File: src/rtl/spi_slave_fifo_if.sv
// rtl/spi_slave_fifo_if.sv - SPI pins, TX/RX FIFO handshakes and status for spi_slave_fifo
interface spi_slave_fifo_if #(
    parameter int DATA_WDT = 8
);
    logic                cpol;
    logic                cpha;
    logic                ssel;
    logic                sclk;
    logic                mosi;
    logic                miso;
    logic                misoOe;
    logic [DATA_WDT-1:0] txData;
    logic                txValid;
    logic                txReady;
    logic [DATA_WDT-1:0] rxData;
    logic                rxValid;
    logic                rxReady;
    logic                txUnderrun;
    logic                rxOverrun;
    logic                busy;

    modport slave (
        input  cpol, cpha, ssel, sclk, mosi, txData, txValid, rxReady,
        output miso, misoOe, txReady, rxData, rxValid, txUnderrun, rxOverrun, busy
    );

    modport master (
        output cpol, cpha, ssel, sclk, mosi, txData, txValid, rxReady,
        input  miso, misoOe, txReady, rxData, rxValid, txUnderrun, rxOverrun, busy
    );
endinterface

File: src/rtl/spi_slave_fifo.sv
// rtl/spi_slave_fifo.sv - oversampling SPI slave (all four modes) with FWFT TX and RX FIFOs
module spi_slave_fifo #(
    parameter int DATA_WDT    = 8,
    parameter int FIFO_DEPTH  = 4,
    parameter int SYNC_STAGES = 2
) (
    input  logic             clk,
    input  logic             reset,
    spi_slave_fifo_if.slave  bus
);
    localparam int CW = $clog2(DATA_WDT);
    localparam int AW = $clog2(FIFO_DEPTH);
    localparam logic [CW-1:0] LAST_BIT = CW'(DATA_WDT - 1);
    localparam logic [AW:0]   FULL_CNT = (AW+1)'(FIFO_DEPTH);

    typedef enum logic {IDLE, ACTIVE} state_t;

    state_t                state;
    logic                  cpol_q, cpha_q;
    logic [CW-1:0]         bit_cnt;
    logic [DATA_WDT-1:0]   tx_sh;
    logic [DATA_WDT-2:0]   rx_sh;
    logic                  busy_q, oe_q, underrun_q, overrun_q;

    logic [SYNC_STAGES-1:0] ssel_sync, sclk_sync, mosi_sync;
    logic ssel_s, sclk_s, mosi_s;
    logic ssel_d, sclk_d, mosi_q;
    logic lead_p, trail_p, sel_fall_p, sel_rise_p;

    assign ssel_s = ssel_sync[SYNC_STAGES-1];
    assign sclk_s = sclk_sync[SYNC_STAGES-1];
    assign mosi_s = mosi_sync[SYNC_STAGES-1];

    // ssel chain resets low so a slave select already low at reset release is not seen as a frame start
    always_ff @(posedge clk or posedge reset) begin
        if (reset) begin
            ssel_sync  <= '0;
            sclk_sync  <= '0;
            mosi_sync  <= '0;
            ssel_d     <= 1'b0;
            sclk_d     <= 1'b0;
            mosi_q     <= 1'b0;
            lead_p     <= 1'b0;
            trail_p    <= 1'b0;
            sel_fall_p <= 1'b0;
            sel_rise_p <= 1'b0;
        end else begin
            ssel_sync  <= {ssel_sync[SYNC_STAGES-2:0], bus.ssel};
            sclk_sync  <= {sclk_sync[SYNC_STAGES-2:0], bus.sclk};
            mosi_sync  <= {mosi_sync[SYNC_STAGES-2:0], bus.mosi};
            ssel_d     <= ssel_s;
            sclk_d     <= sclk_s;
            mosi_q     <= mosi_s;
            lead_p     <= (sclk_s != sclk_d) && (sclk_d == cpol_q);
            trail_p    <= (sclk_s != sclk_d) && (sclk_s == cpol_q);
            sel_fall_p <= ssel_d && !ssel_s;
            sel_rise_p <= !ssel_d && ssel_s;
        end
    end

    logic [DATA_WDT-1:0] tx_mem [FIFO_DEPTH];
    logic [AW-1:0]       tx_wptr, tx_rptr;
    logic [AW:0]         tx_count;
    logic [DATA_WDT-1:0] rx_mem [FIFO_DEPTH];
    logic [AW-1:0]       rx_wptr, rx_rptr;
    logic [AW:0]         rx_count;

    logic tx_push, tx_pop, tx_empty, rx_push, rx_pop, rx_empty, rx_full;
    logic sample_ev, shift_ev, load_ev, rx_done;
    logic [DATA_WDT-1:0] tx_word, rx_word;

    assign tx_empty  = (tx_count == '0);
    assign rx_empty  = (rx_count == '0);
    assign rx_full   = (rx_count == FULL_CNT);
    assign tx_push   = bus.txValid && (tx_count != FULL_CNT);
    assign rx_pop    = !rx_empty && bus.rxReady;
    assign tx_word   = tx_empty ? '0 : tx_mem[tx_rptr];
    assign rx_word   = {rx_sh, mosi_q};

    assign sample_ev = (state == ACTIVE) && !sel_rise_p && (cpha_q ? trail_p : lead_p);
    assign shift_ev  = (state == ACTIVE) && !sel_rise_p && (cpha_q ? lead_p : trail_p);
    // a word boundary on the shift edge, or the frame start itself when cpha=0
    assign load_ev   = (shift_ev && (bit_cnt == '0)) ||
                       ((state == IDLE) && sel_fall_p && !bus.cpha);
    assign tx_pop    = load_ev && !tx_empty;
    assign rx_done   = sample_ev && (bit_cnt == LAST_BIT);
    assign rx_push   = rx_done && (!rx_full || rx_pop);

    always_ff @(posedge clk or posedge reset) begin
        if (reset) begin
            tx_wptr  <= '0;
            tx_rptr  <= '0;
            tx_count <= '0;
            rx_wptr  <= '0;
            rx_rptr  <= '0;
            rx_count <= '0;
        end else begin
            if (tx_push) tx_wptr <= tx_wptr + 1'b1;
            if (tx_pop)  tx_rptr <= tx_rptr + 1'b1;
            tx_count <= tx_count + (AW+1)'(tx_push) - (AW+1)'(tx_pop);
            if (rx_push) rx_wptr <= rx_wptr + 1'b1;
            if (rx_pop)  rx_rptr <= rx_rptr + 1'b1;
            rx_count <= rx_count + (AW+1)'(rx_push) - (AW+1)'(rx_pop);
        end
    end

    always_ff @(posedge clk) begin
        if (tx_push) tx_mem[tx_wptr] <= bus.txData;
        if (rx_push) rx_mem[rx_wptr] <= rx_word;
    end

    always_ff @(posedge clk or posedge reset) begin
        if (reset) begin
            state      <= IDLE;
            cpol_q     <= 1'b0;
            cpha_q     <= 1'b0;
            bit_cnt    <= '0;
            tx_sh      <= '0;
            rx_sh      <= '0;
            busy_q     <= 1'b0;
            oe_q       <= 1'b0;
            underrun_q <= 1'b0;
            overrun_q  <= 1'b0;
        end else begin
            underrun_q <= load_ev && tx_empty;
            overrun_q  <= rx_done && !rx_push;
            case (state)
                IDLE: begin
                    if (sel_fall_p) begin
                        state   <= ACTIVE;
                        cpol_q  <= bus.cpol;
                        cpha_q  <= bus.cpha;
                        bit_cnt <= '0;
                        busy_q  <= 1'b1;
                        oe_q    <= 1'b1;
                        tx_sh   <= bus.cpha ? '0 : tx_word;
                    end
                end
                ACTIVE: begin
                    if (sel_rise_p) begin
                        state   <= IDLE;
                        bit_cnt <= '0;
                        busy_q  <= 1'b0;
                        oe_q    <= 1'b0;
                        tx_sh   <= '0;
                    end else begin
                        if (shift_ev)
                            tx_sh <= (bit_cnt == '0) ? tx_word : {tx_sh[DATA_WDT-2:0], 1'b0};
                        if (sample_ev) begin
                            rx_sh   <= rx_word[DATA_WDT-2:0];
                            bit_cnt <= (bit_cnt == LAST_BIT) ? '0 : bit_cnt + 1'b1;
                        end
                    end
                end
                default: state <= IDLE;
            endcase
        end
    end

    assign bus.miso       = tx_sh[DATA_WDT-1];
    assign bus.misoOe     = oe_q;
    assign bus.busy       = busy_q;
    assign bus.txUnderrun = underrun_q;
    assign bus.rxOverrun  = overrun_q;
    assign bus.txReady    = (tx_count != FULL_CNT);
    assign bus.rxValid    = !rx_empty;
    assign bus.rxData     = rx_empty ? '0 : rx_mem[rx_rptr];
endmodule

File: src/flat_wrapper.sv
// flat-port wrapper written by rule: the top's interface ports become plain ports
module spi_slave_fifo_flat 
#(
    parameter int DATA_WDT    = 8,
    parameter int FIFO_DEPTH  = 4,
    parameter int SYNC_STAGES = 2
)
  (clk, reset, bus_cpol, bus_cpha, bus_ssel, bus_sclk, bus_mosi, bus_txData, bus_txValid, bus_rxReady, bus_miso, bus_misoOe, bus_txReady, bus_rxData, bus_rxValid, bus_txUnderrun, bus_rxOverrun, bus_busy);
  spi_slave_fifo_if #(.DATA_WDT(DATA_WDT)) bus_i ();
  input  logic clk;
  input  logic reset;
  input wire logic [$bits(bus_i.cpol)-1:0] bus_cpol;
  input wire logic [$bits(bus_i.cpha)-1:0] bus_cpha;
  input wire logic [$bits(bus_i.ssel)-1:0] bus_ssel;
  input wire logic [$bits(bus_i.sclk)-1:0] bus_sclk;
  input wire logic [$bits(bus_i.mosi)-1:0] bus_mosi;
  input wire logic [$bits(bus_i.txData)-1:0] bus_txData;
  input wire logic [$bits(bus_i.txValid)-1:0] bus_txValid;
  input wire logic [$bits(bus_i.rxReady)-1:0] bus_rxReady;
  output wire logic [$bits(bus_i.miso)-1:0] bus_miso;
  output wire logic [$bits(bus_i.misoOe)-1:0] bus_misoOe;
  output wire logic [$bits(bus_i.txReady)-1:0] bus_txReady;
  output wire logic [$bits(bus_i.rxData)-1:0] bus_rxData;
  output wire logic [$bits(bus_i.rxValid)-1:0] bus_rxValid;
  output wire logic [$bits(bus_i.txUnderrun)-1:0] bus_txUnderrun;
  output wire logic [$bits(bus_i.rxOverrun)-1:0] bus_rxOverrun;
  output wire logic [$bits(bus_i.busy)-1:0] bus_busy;
  assign bus_i.cpol = bus_cpol;
  assign bus_i.cpha = bus_cpha;
  assign bus_i.ssel = bus_ssel;
  assign bus_i.sclk = bus_sclk;
  assign bus_i.mosi = bus_mosi;
  assign bus_i.txData = bus_txData;
  assign bus_i.txValid = bus_txValid;
  assign bus_i.rxReady = bus_rxReady;
  assign bus_miso = bus_i.miso;
  assign bus_misoOe = bus_i.misoOe;
  assign bus_txReady = bus_i.txReady;
  assign bus_rxData = bus_i.rxData;
  assign bus_rxValid = bus_i.rxValid;
  assign bus_txUnderrun = bus_i.txUnderrun;
  assign bus_rxOverrun = bus_i.rxOverrun;
  assign bus_busy = bus_i.busy;
  spi_slave_fifo #(.DATA_WDT(DATA_WDT), .FIFO_DEPTH(FIFO_DEPTH), .SYNC_STAGES(SYNC_STAGES)) u_core (.clk(clk), .reset(reset), .bus(bus_i));
endmodule
File: config.mk
export PLATFORM = sky130hd
export DESIGN_NAME = spi_slave_fifo_flat
export DESIGN_NICKNAME = d
export VERILOG_FILES = /design/src/rtl/spi_slave_fifo_if.sv /design/src/rtl/spi_slave_fifo.sv /design/src/flat_wrapper.sv
export SDC_FILE = /design/constraint.sdc
export NUM_CORES = 1
export LEC_CHECK = 0
export ABC_AREA = 1
export CAP_MARGIN = 20
export CORE_MARGIN = 3
export CORE_UTILIZATION = 59
export CTS_CLUSTER_DIAMETER = 150
export CTS_CLUSTER_SIZE = 12
export DETAILED_ROUTE_END_ITERATION = 8
export PLACE_DENSITY = 0.78
export SKIP_LAST_GASP = 1
export SLEW_MARGIN = 20
export SYNTH_ARGS = -nofsm -noshare
export SYNTH_HDL_FRONTEND = slang
export SYNTH_SLANG_ARGS = --single-unit
File: constraint.sdc
create_clock -name clk -period 2.9 [get_ports clk]
set_input_delay 0.725 -clock clk [delete_from_list [all_inputs] [get_ports clk]]
set_output_delay 0.725 -clock clk [all_outputs]
set_load 0.1 [all_outputs]
### After elaboration in Yosys (flattened, before gate mapping)

Memory sizes are Yosys's and may differ from the RTL's.
Index checks and enable logic that the tools add are counted.

* output and inout bits: 15
* register bits: 51
* memories: 2
* memory bits (writable): 64

* reduce and logical (&&, ||, !) cells: 35
* equal/unequal tests: 10
* multiplexer cells: 25
* bitwise logic cells: 2
* $add $sub $neg: 9

Memory list
* u_core.rx_mem: words 4, bits a word 8, read ports 1, clocked after Yosys merged registers in 0, write ports 1, line spi_slave_fifo.sv:64 `logic [DATA_WDT-1:0] rx_mem [FIFO_DEPTH];`
* u_core.tx_mem: words 4, bits a word 8, read ports 1, clocked after Yosys merged registers in 0, write ports 1, line spi_slave_fifo.sv:61 `logic [DATA_WDT-1:0] tx_mem [FIFO_DEPTH];`

Operators with widths (number)
* $mux W8: 7
* $logic_and A1 B1 Y1: 17
* $pmux W8 S2: 1
* $mux W3: 4
* $mux W1: 10
* $logic_not A3 Y1: 3
* $ne A3 B3 Y1 const B: 3
* $add A2 B1 Y2 const B: 4
* $logic_not A1 Y1: 8
* $reduce_and A2 Y1: 4
* $add A3 B1 Y3: 2
* $eq A3 B3 Y1 const B: 2
* $pmux W3 S2: 1
* $sub A3 B1 Y3: 2
* $pmux W1 S2: 2
* $add A3 B1 Y3 const B: 1
* $reduce_and A3 Y1: 1
* $eq A1 B1 Y1: 2
* $logic_or A1 B1 Y1: 2
* $ne A2 B1 Y1 const B: 1
* $ne A2 B2 Y1 const B: 1
* $not A1 Y1: 2
* $ne A1 B1 Y1: 1

### Longest topological paths before layout

Gate-level depths: netlist of the first run.

* depth after elaboration: 7
* depth in mapped cells: 14
* depth with buffers taken out: 14

### Least setup slack after synthesis of the first run

Ideal clock, no wire load.

* kind: register to output
* start point: register u_core.rx_rptr[0]
* end point: output bus_rxData[5]
* stages on the path, launching flop included: 6
* path slack: -229 ps
* arrival: 2404 ps
* path through: dfrtp_1 buf_2 inv_2 clkbuf_1 o21ai_0 a21oi_1

* longest elaborated chain between the ends: 2

Ends and longest elaborated chain
* start: declaration: line spi_slave_fifo.sv:65 `logic [AW-1:0] rx_wptr, rx_rptr;`
* start signal: assignment: line spi_slave_fifo.sv:102 `if (rx_pop) rx_rptr <= rx_rptr + 1'b1;`
* $mem_v2 Z4 W8
* $mux W8: line spi_slave_fifo.sv:167 `assign bus.rxData = rx_empty ? '0 : rx_mem[rx_rptr];`
* end: declaration: line flat_wrapper.sv:23 `output wire logic [$bits(bus_i.rxData)-1:0] bus_rxData;`

No other way between the ends.

### Worst setup path in the final report of the first run

* start point: register u_core.rx_rptr[1]
* end point: output bus_rxData[7]

Same word-level chain as after synthesis.

==> metrics.json, run 1 <==
{
  "timing": {
    "post-route-period-util": 0.918,
    "timing_worst_slew_pin_value_ps": 640,
    "setup-violations-final": 0,
    "maxClockFrequency_mhz": 376,
    "finalHoldViolCount": 0,
    "final_critical_path_setup_slack_ps": 237,
    "finalWorstPathRequiredPeriod_ps": 2660,
    "slew_headroom": 0.573,
    "finalClockSkew_ps": 7.43,
    "grt_setup_unrepaired": "no",
    "slew_violations": 0,
    "setup_tns_ps": 0
  },
  "power": {
    "max-vdd-ir-drop_mv": 0.626,
    "sequentialPowerShare": 0.335,
    "pd_cells_nw_per_um2": 1180,
    "p_clk_frac": 0.285,
    "switching_power_mw": 2.91,
    "combinationalPowerShare": 0.380,
    "power.static_leakage_nw": 2.70,
    "sw_frac_of_total": 0.403,
    "intPower_mw": 4.31
  },
  "worst_setup_path": {
    "cp_data_required_time_ps": 2170,
    "cpPeakStageDelay_ps": 480,
    "worstSetupStartpointType": "flip-flop",
    "crit_arrival_ps": 1940,
    "r2r-start": "u_core.tx_count[1]",
    "reg2reg_setup_slack_ps": 520,
    "reg2regPathDepth": 10,
    "worst-path-buf-inv": 2,
    "critical_path.endpoint": "bus_rxData[7]",
    "critical_path_s_top_delay_family": "flip-flops",
    "number_of_stages_on_the_worst_setup_path": 5,
    "timing.critical_path.cells": "clkinvlp_4 -> nor2_1 -> o21ai_0 -> a21oi_2 -> buf_12",
    "critPathMaxFanout": 9,
    "timing.rr.end": "u_core.tx_count[2]",
    "critical_path.slowest_cell": "sky130_fd_sc_hd__dfrtp_2",
    "category_of_the_most_critical_setup_path": "reg -> out",
    "critical_path.endpoint_type": "primary output",
    "timing.critical_path.from": "u_core.rx_rptr[1]"
  },
  "synth": {
    "mappedNetlistNets": 510,
    "synth_mux_area_frac": 0,
    "synth.top_cells.by_area": "sky130_fd_sc_hd__edfxtp_1 39%, sky130_fd_sc_hd__dfrtp_1 26%, sky130_fd_sc_hd__nand2_1 6.4%",
    "yosys_warnings": 0,
    "post_synth_instance_area_um2": 4950,
    "synth-seq-cells": 115,
    "syn_inst": 476,
    "largest_family_of_logic_cells_by_synthesized_area": "simple AND/OR/NAND/NOR gates",
    "synth_area_per_cell_um2": 10.4,
    "synth_xor_xnor_area_share": 0.0141,
    "netlist.area_leader.share": 0.388,
    "post_synthesis_sequential_area_ratio": 0.646,
    "post_synth_fa_ha_maj_area_fraction": 0.0460,
    "ys_types": 29,
    "yosysTopAreaCell": "sky130_fd_sc_hd__edfxtp_1",
    "synthSimpleGateAreaFrac": 0.165,
    "synth_compound_gate_area_share": 0.0581
  },
  "clocking": {
    "post-cts-setup-buffers": 0,
    "clock_sink_count": 115,
    "clock_tree_from_tritoncts": "done",
    "clk_path_buf_depth": 2,
    "cts_root_buffer": "sky130_fd_sc_hd__clkbuf_8",
    "cts_htree_levels": 4,
    "numCtsBuffers": 17,
    "cts.reportedPaths.clkPinSlew_ps": 60,
    "clock_latency_ps": 510
  },
  "floorplanning": {
    "floorplan.core_area_um2": 7930,
    "core.rowCount": 32,
    "die_height_um": 97.6,
    "floorplan.die_area_um2": 9530,
    "die-width_um": 97.6,
    "ios": 32,
    "initial_core_util": 0.625
  },
  "drt": {
    "route.final.wire_length_mm": 9.38,
    "dr_total_vias": 3352,
    "post_drt_via_cell_ratio": 5.20,
    "drc": 0,
    "met3WireLength_um": 452,
    "wl_met2_mm": 5.01,
    "dr.pass1.iters": 4,
    "post_drt_wl_per_cell_um": 14.6,
    "final_antenna_net_count": 0,
    "wl_met1_mm": 3.70,
    "detail_route.iter0.violations": 247,
    "top_layer": "met4"
  },
  "finish": {
    "fin_cells": 644,
    "final_nets": 563,
    "finalCoreUtilization": 0.772,
    "fillCellCount": 493,
    "antenna_cells_inserted": 0,
    "share_of_layout_cells_above_drive_strength_1": 0.162,
    "area_growth_syn_to_layout_pct": 23.6,
    "multi_input_comb_area_um2": 1430,
    "register_area_um2": 3200
  },
  "global_routing": {
    "first_global_vias": 3387,
    "grt_max_degree": 26,
    "antenna_violations_before_repair": 0,
    "grt_first_pass_wirelength_mm": 15.6,
    "grt_overflow_total": 0,
    "global_route_total_usage_across_every_layer": 0.211
  },
  "status": {
    "run_status": "completed"
  },
  "min_path": {
    "worst_hold_class": "reg -> reg"
  },
  "placement": {
    "gp_congestion": 0.823,
    "worst_slack_after_detailed_placement_ps": 161,
    "dpl.hpwl_mm": 6.09,
    "place.port_buffers": 31,
    "dp.cells": 612
  },
  "flow_run": {
    "max-cap-violations": 0
  }
}
[timing repair]
item / 4_1_cts / 5_1_grt
endpoints found under the setup margin: 6 / 8
hold buffers: 0 / 0
resized for setup: 1 / 2
[worst min path at each step]
stage,start,endpoint,depth (start not counted)
after global routing,u_core.mosi_sync[1],u_core.mosi_q,0
after detailed placement,u_core.sclk_sync[0],u_core.sclk_sync[1],0
after floorplan,u_core.mosi_sync[1],u_core.mosi_q,0
after CTS,u_core.sclk_sync[0],u_core.sclk_sync[1],0
after global placement,u_core.sclk_sync[0],u_core.sclk_sync[1],0
final,u_core.sclk_sync[0],u_core.sclk_sync[1],0
[routing by layer]
layer  up-vias  global-route usage
li1       1638                   -
met1      1596               0.242
met2        97               0.362
met3        21              0.0596
met4         0               0.101
met5         -                   0
[cells in the mapped netlist, drive strengths merged]
master   n
a21oi   19
buf      9
clkbuf   1
clkinv   2
dfrtp   51
edfxtp  64
fa       2
ha      15
inv     75
nand2   88
nand3   29
nand4    1
nor2    74
nor3     3
o21a     1
o21ai   34
xnor2    3
xor2     5
[final cells by class]
cell class | instances | area share
well taps | 102 | 0.0208
clock inverters | 14 | 0.0294
flip-flops and latches | 115 | 0.523
repair buffers | 44 | 0.0768
inverters | 77 | 0.0478
clock buffers | 18 | 0.0682
multi-input cells | 274 | 0.234
[layout by cell type, fill, tap and decap left out, types with 10 or more instances in the layout]
cell type | synthesis | layout
sky130_fd_sc_hd__o21ai_0 | 27 | 27
sky130_fd_sc_hd__buf_4 | 3 | 20
sky130_fd_sc_hd__nand2_1 | 85 | 85
sky130_fd_sc_hd__clkdlybuf4s50_1 | 0 | 16
sky130_fd_sc_hd__nand3_1 | 28 | 28
sky130_fd_sc_hd__clkbuf_16 | 0 | 16
sky130_fd_sc_hd__edfxtp_1 | 64 | 64
sky130_fd_sc_hd__nor2_1 | 71 | 71
sky130_fd_sc_hd__inv_1 | 68 | 67
sky130_fd_sc_hd__a21oi_1 | 18 | 10
sky130_fd_sc_hd__ha_1 | 15 | 15
sky130_fd_sc_hd__dfrtp_1 | 51 | 49
[worst reg2reg max path, stage by stage (launching register included)]
cell	delay, ps
sky130_fd_sc_hd__dfrtp_1	440
sky130_fd_sc_hd__nor3_1	380
sky130_fd_sc_hd__inv_2	180
sky130_fd_sc_hd__nand2_1	130
sky130_fd_sc_hd__inv_1	50
sky130_fd_sc_hd__ha_1	280
sky130_fd_sc_hd__inv_1	60
sky130_fd_sc_hd__ha_1	130
sky130_fd_sc_hd__inv_1	50
sky130_fd_sc_hd__fa_1	370
sky130_fd_sc_hd__xnor2_1	220
[power groups by stage]
stage,sequential [mW],clock [mW],combinational (mW)
CTS,2.41,2.09,2.77
floorplan,2.35,0,1.96
global route,2.47,2.18,2.95
global placement,2.42,0,2.66
detailed placement,2.43,0,2.74
finish,2.42,2.06,2.74
[metrics by stage]
step / hold WS [ps] / area, um2 / total power, mW
2_1_floorplan: 331 / 4980 / 4.32
3_3_place_gp: 332 / 5520 / 5.07
3_5_place_dp: 335 / 5520 / 5.17
4_1_cts: 348 / 6120 / 7.27
5_1_grt: 350 / 6120 / 7.59
6_report: 348 / 6120 / 7.23
[sequential cells by signal (all words and copies together), names as in the netlist, 2 cells and up]
signal and flops:
u_core.bit_cnt 3, u_core.mosi_sync 2, u_core.rx_count 3, u_core.rx_mem 32, u_core.rx_rptr 2, u_core.rx_sh 7, u_core.rx_wptr 2, u_core.sclk_sync 2
u_core.ssel_sync 2, u_core.tx_count 3, u_core.tx_mem 32, u_core.tx_rptr 2, u_core.tx_sh 8, u_core.tx_wptr 2
[kinds of logic (layout without fill, tap and decap cells)]
| logic type | Yosys count | in the layout |
|---|---|---|
| AND/OR/NAND/NOR | 195 | 195 |
| AO/OA/AOI/OAI | 54 | 54 |
| adder cells (fa/ha/maj) | 17 | 17 |
| buffers and inverters | 87 | 153 |
| flip-flops | 115 | 115 |
| XOR/XNOR | 8 | 8 |
(Power assumes the default switching activity.)
==> inputs of run 2 (changes only) <==
--- a/config.mk
+++ b/config.mk
@@ -13,6 +13,7 @@
 export CTS_CLUSTER_SIZE = 12
 export DETAILED_ROUTE_END_ITERATION = 8
 export PLACE_DENSITY = 0.78
+export RECOVER_POWER = 100
 export SKIP_LAST_GASP = 1
 export SLEW_MARGIN = 20
 export SYNTH_ARGS = -nofsm -noshare
==> run 2 against run 1 <==
  * Final area is 2.8% lower
  * Final cell count stayed put
  * Clock power hardly changed
  * Wire length is 0.41% higher
  * Maximum frequency is 3.0% lower
  * Worst hold slack hardly changed
  * Largest cell class unchanged
==> metrics.json, run 2 (synthesized netlist as in run 1, its figures left out) <==
{
  "clocking": {
    "clock_sink_count": {"value": 115, "change": "unchanged"},
    "clock_tree_from_tritoncts": {"value": "done", "change": "unchanged"},
    "cts_root_buffer": {"value": "sky130_fd_sc_hd__clkbuf_8", "change": "unchanged"},
    "cts.reportedPaths.clkPinSlew": {"value": 60, "unit": "ps", "change": "about the same"},
    "cts_htree_levels": {"value": 4, "change": "unchanged"},
    "numCtsBuffers": {"value": 17, "change": "unchanged"},
    "clock_latency": {"value": 510, "unit": "ps", "change": "about the same"},
    "post-cts-setup-buffers": {"value": 0, "change": "unchanged"},
    "clk_path_buf_depth": {"value": 2, "change": "unchanged"}
  },
  "finish": {
    "final_nets": {"value": 563, "change": "unchanged"},
    "antenna_cells_inserted": {"value": 0, "change": "unchanged"},
    "finalCoreUtilization": {"value": 0.751, "change": "was 0.772"},
    "mostFrequentLayoutCells": {"value": "86 x sky130_fd_sc_hd__nand2_1, 72 x sky130_fd_sc_hd__inv_1, 72 x sky130_fd_sc_hd__nor2_1", "change": "was 85 x sky130_fd_sc_hd__nand2_1, 71 x sky130_fd_sc_hd__nor2_1, 67 x sky130_fd_sc_hd__inv_1"},
    "share_of_layout_cells_above_drive_strength_1": {"value": 0.114, "change": "was 0.162"},
    "mostFrequentLayoutCell": {"value": "sky130_fd_sc_hd__nand2_1", "change": "unchanged"},
    "largestRegisters": {"value": "u_core.rx_mem: 32 flops, u_core.tx_mem: 32 flops, u_core.tx_sh: 8 flops", "change": "unchanged"},
    "area_growth_syn_to_layout": {"value": 20.2, "unit": "%", "change": "was 23.6%"},
    "fillCellCount": {"value": 534, "change": "was 493"}
  },
  "floorplanning": {
    "floorplan.core_area": {"value": 7930, "unit": "um2", "change": "unchanged"},
    "floorplan.die_area": {"value": 9530, "unit": "um2", "change": "unchanged"},
    "die_height": {"value": 97.6, "unit": "um", "change": "unchanged"},
    "ios": {"value": 32, "change": "unchanged"},
    "die-width": {"value": 97.6, "unit": "um", "change": "unchanged"},
    "initial_core_util": {"value": 0.625, "change": "unchanged"},
    "core.rowCount": {"value": 32, "change": "unchanged"}
  },
  "timing": {
    "grt_setup_unrepaired": {"value": "no", "change": "unchanged"},
    "slew_headroom": {"value": 0.219, "change": "was 0.573"},
    "finalClockSkew": {"value": 6.20, "unit": "ps", "change": "was 7.43 ps"},
    "final_critical_path_setup_slack": {"value": 156, "unit": "ps", "change": "was 237 ps"},
    "finalWorstPathRequiredPeriod": {"value": 2740, "unit": "ps", "change": "was 2660 ps"},
    "maxClockFrequency": {"value": 364, "unit": "MHz", "change": "was 376 MHz"},
    "setup_tns": {"value": 0, "unit": "ps", "change": "unchanged"},
    "slew_violations": {"value": 0, "change": "unchanged"},
    "setup-violations-final": {"value": 0, "change": "unchanged"},
    "post-route-period-util": {"value": 0.946, "change": "was 0.918"},
    "timing_worst_slew_pin_value": {"value": 1180, "unit": "ps", "change": "was 640 ps"},
    "finalHoldViolCount": {"value": 0, "change": "unchanged"}
  },
  "worst_setup_path": {
    "worst-path-buf-inv": {"value": 3, "change": "was 2"},
    "category_of_the_most_critical_setup_path": {"value": "reg -> out", "change": "unchanged"},
    "crit_arrival": {"value": 2020, "unit": "ps", "change": "was 1940 ps"},
    "cp_data_required_time": {"value": 2170, "unit": "ps", "change": "about the same"},
    "critPathMaxFanout": {"value": 10, "change": "was 9"},
    "critical_path.slowest_cell": {"value": "sky130_fd_sc_hd__clkbuf_1", "change": "was sky130_fd_sc_hd__dfrtp_2"},
    "worstSetupStartpointType": {"value": "flip-flop", "change": "unchanged"},
    "critical_path.endpoint_type": {"value": "primary output", "change": "unchanged"},
    "cpPeakStageDelay": {"value": 520, "unit": "ps", "change": "was 480 ps"},
    "timing.critical_path.cells": {"value": "nor3_4 -> clkbuf_1 -> inv_1 -> clkbuf_4", "change": "was clkinvlp_4 -> nor2_1 -> o21ai_0 -> a21oi_2 -> buf_12"},
    "critical_path_s_top_delay_family": {"value": "buffers and inverters", "change": "was flip-flops"}
  },
  "global_routing": {
    "antenna_violations_before_repair": {"value": 0, "change": "unchanged"},
    "first_global_vias": {"value": 3387, "change": "unchanged"},
    "grt_overflow_total": {"value": 0, "change": "unchanged"},
    "global_route_total_usage_across_every_layer": {"value": 0.211, "change": "unchanged"},
    "grt_max_degree": {"value": 26, "change": "unchanged"},
    "grt_first_pass_wirelength": {"value": 15.6, "unit": "mm", "change": "unchanged"}
  },
  "power": {
    "pd_cells": {"value": 1170, "unit": "nW/um2", "change": "was 1180 nW/um2"},
    "p_clk_frac": {"value": 0.297, "change": "was 0.285"},
    "combinationalPowerShare": {"value": 0.355, "change": "was 0.380"},
    "power.static_leakage": {"value": 2.61, "unit": "nW", "change": "was 2.70 nW"},
    "intPower": {"value": 4.08, "unit": "mW", "change": "was 4.31 mW"},
    "sequentialPowerShare": {"value": 0.348, "change": "was 0.335"},
    "max-vdd-ir-drop": {"value": 0.623, "unit": "mV", "change": "was 0.626 mV"},
    "switching_power": {"value": 2.86, "unit": "mW", "change": "was 2.91 mW"},
    "sw_frac_of_total": {"value": 0.412, "change": "was 0.403"}
  },
  "drt": {
    "dr.pass1.iters": {"value": 7, "change": "was 4"},
    "dr_total_vias": {"value": 3345, "change": "was 3352"},
    "post_drt_via_cell_ratio": {"value": 5.19, "change": "was 5.20"},
    "post_drt_wl_per_cell": {"value": 14.6, "unit": "um", "change": "about the same"},
    "drc": {"value": 0, "change": "unchanged"},
    "route.final.wire_length": {"value": 9.41, "unit": "mm", "change": "was 9.38 mm"},
    "detail_route.iter0.violations": {"value": 252, "change": "was 247"},
    "final_antenna_net_count": {"value": 0, "change": "unchanged"}
  },
  "status": {
    "run_status": {"value": "completed", "change": "unchanged"}
  },
  "placement": {
    "gp_congestion": {"value": 0.823, "change": "unchanged"},
    "worst_slack_after_detailed_placement": {"value": 161, "unit": "ps", "change": "unchanged"},
    "dpl.hpwl": {"value": 6.09, "unit": "mm", "change": "unchanged"},
    "place.port_buffers": {"value": 31, "change": "unchanged"}
  },
  "min_path": {
    "worst_hold_class": {"value": "reg -> reg", "change": "unchanged"}
  },
  "flow_run": {
    "max-cap-violations": {"value": 0, "change": "unchanged"}
  }
}
-- run 2: timing repair --
item	in CTS	in global routing
setup endpoints to repair	6	8
pin swaps	0	0
hold buffers	0	0
gates resized for setup	1	2
-- run 2: layout make-up --
cell class / instances / area (um2) / share of cell area
Sequential cell: 115 / 3200 / 0.538
Multi-Input combinational cell: 274 / 1410 / 0.236
Clock buffer: 18 / 418 / 0.0702
Timing Repair Buffer: 44 / 329 / 0.0553
Inverter: 77 / 293 / 0.0492
Clock inverter: 14 / 180 / 0.0303
Tap cell: 102 / 128 / 0.0214
-- run 2: final timing paths --
path,endpoint,depth (start not counted),from,slack [ps]
max,bus_rxValid,4,u_core.rx_count[1],160
min,u_core.sclk_sync[1],0,u_core.sclk_sync[0],350
max reg2reg,u_core.rx_mem[1][4],6,u_core.sel_rise_p,320
min reg2reg,u_core.sclk_sync[1],0,u_core.sclk_sync[0],350
max in group asynchronous,u_core.rx_rptr[0],3,reset,760
min in group asynchronous,u_core.tx_count[2],2,reset,890
-- run 2: routing by layer --
metal | routed length, um | up-vias | track usage | share of wire
met4 | 210 | 0 | 0.101 | 0.022
met3 | 386 | 23 | 0.0596 | 0.041
li1 | - | 1629 | - | -
met1 | 3790 | 1598 | 0.242 | 0.40
met2 | 5020 | 95 | 0.362 | 0.53
met5 | 0 | - | 0 | 0
-- run 2: power groups by stage --
stage	clock network, mW	registers, mW	logic, mW
6_report	2.06	2.42	2.47
5_1_grt	2.18	2.46	2.68
4_1_cts	2.09	2.41	2.77
3_5_place_dp	0	2.43	2.74
3_3_place_gp	0	2.42	2.66
2_1_floorplan	0	2.35	1.96
-- run 2: stage by stage --
step / cell area (um2) / hold slack (ps) / cells / total power, mW
after global placement: 5520 / 332 / 612 / 5.07
after floorplan: 4980 / 331 / 476 / 4.32
after global routing: 5950 / 350 / 644 / 7.32
after detailed placement: 5520 / 335 / 612 / 5.17
after CTS: 6120 / 348 / 644 / 7.27
final: 5950 / 347 / 644 / 6.95
